`src/rtl/imm_extend_pipe.sv`:
```
// imm_extend_pipe: run-time width sign/zero extender with post-shift and overflow flag,
// registered through a 2-entry valid/ready buffer.
module imm_extend_pipe #(
  parameter int IN_W = 24,
  parameter int OUT_W = 32
) (
  input  logic                       clk,
  input  logic                       rst_n,
  input  logic                       in_valid,
  output logic                       in_ready,
  input  logic [IN_W-1:0]            in_data,
  input  logic [$clog2(IN_W+1)-1:0]  in_len,
  input  logic                       in_signed,
  input  logic [1:0]                 in_shift,
  output logic                       out_valid,
  input  logic                       out_ready,
  output logic [OUT_W-1:0]           out_data,
  output logic                       out_ovf
);
  localparam int LW = $clog2(IN_W+1);
  logic [LW-1:0] lenEff;
  logic [OUT_W-1:0] dataW, mask, ext, res;
  logic signBit, ovf;
  logic [OUT_W+2:0] wide;
  always_comb begin
    lenEff = (in_len == '0 || in_len > LW'(IN_W)) ? LW'(IN_W) : in_len;
    dataW = OUT_W'(in_data);
    mask = ~({OUT_W{1'b1}} << lenEff);
    signBit = in_signed & |(dataW & (mask ^ (mask >> 1)));
    ext = (dataW & mask) | (signBit ? ~mask : '0);
    wide = {{3{signBit}}, ext} << in_shift;
    res = wide[OUT_W-1:0];
    ovf = in_signed ? (wide[OUT_W+2:OUT_W] != {3{res[OUT_W-1]}}) : |wide[OUT_W+2:OUT_W];
  end
  logic [OUT_W-1:0] memData [2];
  logic memOvf [2];
  logic rdPtr, wrPtr, rdyEn, push, pop;
  logic [1:0] cnt;
  // rdyEn keeps in_ready low during reset and lets it rise on the first edge after release
  assign in_ready = rdyEn & (cnt != 2'd2);
  assign out_valid = cnt != 2'd0;
  assign push = in_valid & in_ready;
  assign pop = out_valid & out_ready;
  assign out_data = memData[rdPtr];
  assign out_ovf = memOvf[rdPtr];
  always_ff @(posedge clk or negedge rst_n) begin
    if (!rst_n) begin
      memData[0] <= '0;
      memData[1] <= '0;
      memOvf[0] <= 1'b0;
      memOvf[1] <= 1'b0;
      rdPtr <= 1'b0;
      wrPtr <= 1'b0;
      rdyEn <= 1'b0;
      cnt <= 2'd0;
    end else begin
      rdyEn <= 1'b1;
      if (push) begin
        memData[wrPtr] <= res;
        memOvf[wrPtr] <= ovf;
        wrPtr <= ~wrPtr;
      end
      if (pop) rdPtr <= ~rdPtr;
      cnt <= cnt + 2'(push) - 2'(pop);
    end
  end
endmodule

```
`config.mk`:
```
export PLATFORM = sky130hd
export DESIGN_NAME = imm_extend_pipe
export DESIGN_NICKNAME = d
export VERILOG_FILES = /design/src/rtl/imm_extend_pipe.sv
export SDC_FILE = /design/constraint.sdc
export NUM_CORES = 1
export LEC_CHECK = 0
export ABC_AREA = 1
export CELL_PAD_IN_SITES_DETAIL_PLACEMENT = 0
export CELL_PAD_IN_SITES_GLOBAL_PLACEMENT = 1
export CORE_ASPECT_RATIO = 1.75
export CORE_MARGIN = 1.5
export CORE_UTILIZATION = 39
export CTS_CLUSTER_DIAMETER = 60
export DETAILED_ROUTE_END_ITERATION = 10
export PLACE_DENSITY_LB_ADDON = 0.1
export SLEW_MARGIN = 15
export SYNTH_ARGS = -nofsm -noshare
export SYNTH_HDL_FRONTEND = slang
export SYNTH_SLANG_ARGS = --single-unit
```
`constraint.sdc`:
```
create_clock -name clk -period 2.74 [get_ports clk]
set_clock_uncertainty 0.2 [all_clocks]
set_input_delay 0.548 -clock clk [delete_from_list [all_inputs] [get_ports clk]]
set_output_delay 0.548 -clock clk [all_outputs]
set_load 0.03 [all_outputs]
```
==> results.tsv <==
metric	value	unit
run status	finished clean	
Yosys warnings	0	
number of synthesized register bits	71	
CTS root buf	clkbuf_16	
Initial Util	0.398	
DRC	0	
average wire per standard cell	15.3	um
setup violators final	0	
Die Span X	86.4	um
synthesized area per cell	6.61	sq um
H-tree depth	3	
placed inst area	0.00608	sq mm
Layout area overhead	48.5	%
leading cell type in the layout, fill and taps excluded	nand2_1	
CTS sink count	71	
MaxCap Viol Count	0	
hpwl dp	11.0	mm
most frequent cells in the layout	306 x nand2_1, 83 x nand3_2, 81 x buf_4	
GR Overflow Total	0	
First DRT Iteration DRCs	213	
Core Area	0.0119	sq mm
Setup WS post-layout	0.103	ns
total power draw	0.00622	W
worst rel slew slack	0.640	
ANT cells	0	
final estimated routing congestion in global placement	0.876	
worst hold path type	flop to flop	
die height	149	um
CTS Buf Count	9	
IO Port Bufs	70	
post-synthesis cell type count	38	
Post-DRT Antenna Nets	0	
share of cells above drive strength 1	0.312	
VDD IR-drop max	0.283	mV
post-synth net total	757	
Leak	3.72	nW
largest net degree at the start of global routing	56	
Fin Hold WS	0.263	ns
Pins Over Slew Limit	0	
via count	5086	
maximum buffer depth of the clock tree	2	
drt via density	5.12	
fin area	0.00706	sq mm
Row Count	53	
Final Hold Fails	0	
fin crit period	2.64	ns
Cell Pwr Density	881	mW/mm^2
first-pass iteration count of the detailed router	4	
FMAX	379	MHz
final core occ	0.591	
CTS tree	done	
vias in the first global route	5110	
Synth Cell Area	0.00475	sq mm
dpl ws	-0.743	ns
peak fanout along the critical path	8	
Slew @ Worst Pin	0.539	ns
Clock Latency Late Sink	0.33	ns
post-synthesis cell count	719	
required time of the critical path	2.76	ns
Nets	891	
final WL	15.2	mm
clk slew on worst S/H paths	0.06	ns
crit path capture type	flop	
CP arrival	2.66	ns
Final period util	0.962	
first-pass GRT wire length	24.8	mm
Die Area	0.0129	sq mm
Startpoint Class	input port	
io pins	71	
All-Layer GR Usage	0.246	
WS Path Type	input port to flop	
initial antenna violation count	0	
sequential share of the synthesized area	0.374	
-- flip-flops by register name, indices dropped and copies added, names as in the netlist --
signal,cells
cnt,2
memData,64
memOvf,2
rdPtr,1
rdyEn,1
wrPtr,1
-- worst paths after layout --
path                            slack [ns]          end  cells past startpoint       from
worst min-delay path                  0.26    memOvf[1]                      2  memOvf[1]
worst max register to register        0.80   memData[1]                      7     cnt[1]
worst min register to register        0.26    memOvf[1]                      2  memOvf[1]
worst max-delay path                  0.10  memData[18]                     18  in_len[4]
max in group asynchronous             1.22  memData[22]                      3      rst_n
min in group asynchronous             0.49   memData[2]                      2      rst_n
-- cells in the mapped netlist --
cell type / instances / area [sq um]
a211oi_4: 1 / 20.0
a21boi_0: 1 / 7.51
a21oi_1: 2 / 10.0
a31oi_1: 1 / 6.26
a31oi_2: 1 / 12.5
buf_1: 9 / 33.8
buf_2: 3 / 15.0
buf_4: 1 / 7.51
buf_6: 5 / 56.3
clkbuf_1: 18 / 67.6
clkinv_1: 2 / 7.51
conb_1: 1 / 3.75
dfrtp_1: 71 / 1780
ha_1: 2 / 25.0
inv_1: 42 / 158
inv_2: 11 / 41.3
inv_4: 2 / 12.5
nand2_1: 327 / 1230
nand2_2: 8 / 50.1
nand2_4: 2 / 22.5
nand3_1: 118 / 591
nand3_2: 18 / 180
nand3_4: 2 / 35.0
nand3b_1: 1 / 7.51
nand4_1: 11 / 68.8
nor2_1: 26 / 97.6
nor2_2: 4 / 25.0
nor2_4: 1 / 11.3
nor3_1: 1 / 5.00
o2111ai_1: 1 / 8.76
o211ai_1: 2 / 15.0
o21ai_0: 14 / 70.1
o21ai_1: 2 / 10.0
o21ai_2: 2 / 17.5
o221ai_1: 1 / 8.76
or2_2: 2 / 12.5
xnor2_1: 2 / 17.5
xor2_1: 1 / 8.76
-- worst max-delay path: stages --
cell and delay, ns:
clkbuf_2 0.10, buf_12 0.14, o211ai_1 0.34, buf_4 0.20, nand2_4 0.05, nand2_2 0.06, nor2_1 0.06, nor2_1 0.12
nand2_2 0.08, nor2_4 0.11, nand3_4 0.15, buf_16 0.19, nand3_2 0.08, nand3_1 0.11, nand3_1 0.12, nand2_1 0.08
nand2_1 0.06, nand2_1 0.04
-- routing by layer --
layer  global-route usage  vias up  share of wire
met3               0.0199       42          0.024
li1                     -     2553              -
met5                    0        -              0
met4                0.126        0          0.043
met1                0.269     2370           0.37
met2                0.463      121           0.56
-- layout make-up --
| cell class | count | area, sq um |
|---|---|---|
| clock buffer | 11 | 253 |
| clock inverter | 4 | 45.0 |
| fill | 1176 | 4880 |
| inverter | 57 | 229 |
| multi-input combinational | 556 | 3120 |
| sequential | 71 | 1780 |
| tap | 137 | 171 |
| timing repair buffer | 158 | 1460 |
-- kinds of logic (layout without fill, tap and decap cells) --
family,Yosys count,count (layout),share of synthesized area
xor+xnor,3,3,0.00553
other cells,1,1,0.000789
fa+ha+maj,2,2,0.00527
buf+inv,93,230,0.0840
simple gates,521,522,0.491
compound gates,28,28,0.0392
flops,71,71,0.374
-- stage by stage --
step                      cells  TNS (ns)
after CTS                   988         0
after detailed placement    966    -42.64
after floorplan             719         0
after global routing        994   -0.0335
final                       994         0
after global placement      966    -41.64
-- what timing repair did --
action	CTS	global route
hold buffers	1	0
pin swaps	38	27
gates resized for setup	85	63
gates cloned	1	1
hold endpoints to repair	16	0
endpoints found under the setup margin	62	62
setup buffers	5	5
-- power breakdown --
part | switching [W] | internal, W
clock network | 0.000406 | 0.000743
logic | 0.00199 | 0.00130
registers | 0.000247 | 0.00154
total | 0.00264 | 0.00358
No activity file was read; power rests on OpenSTA's default activity.
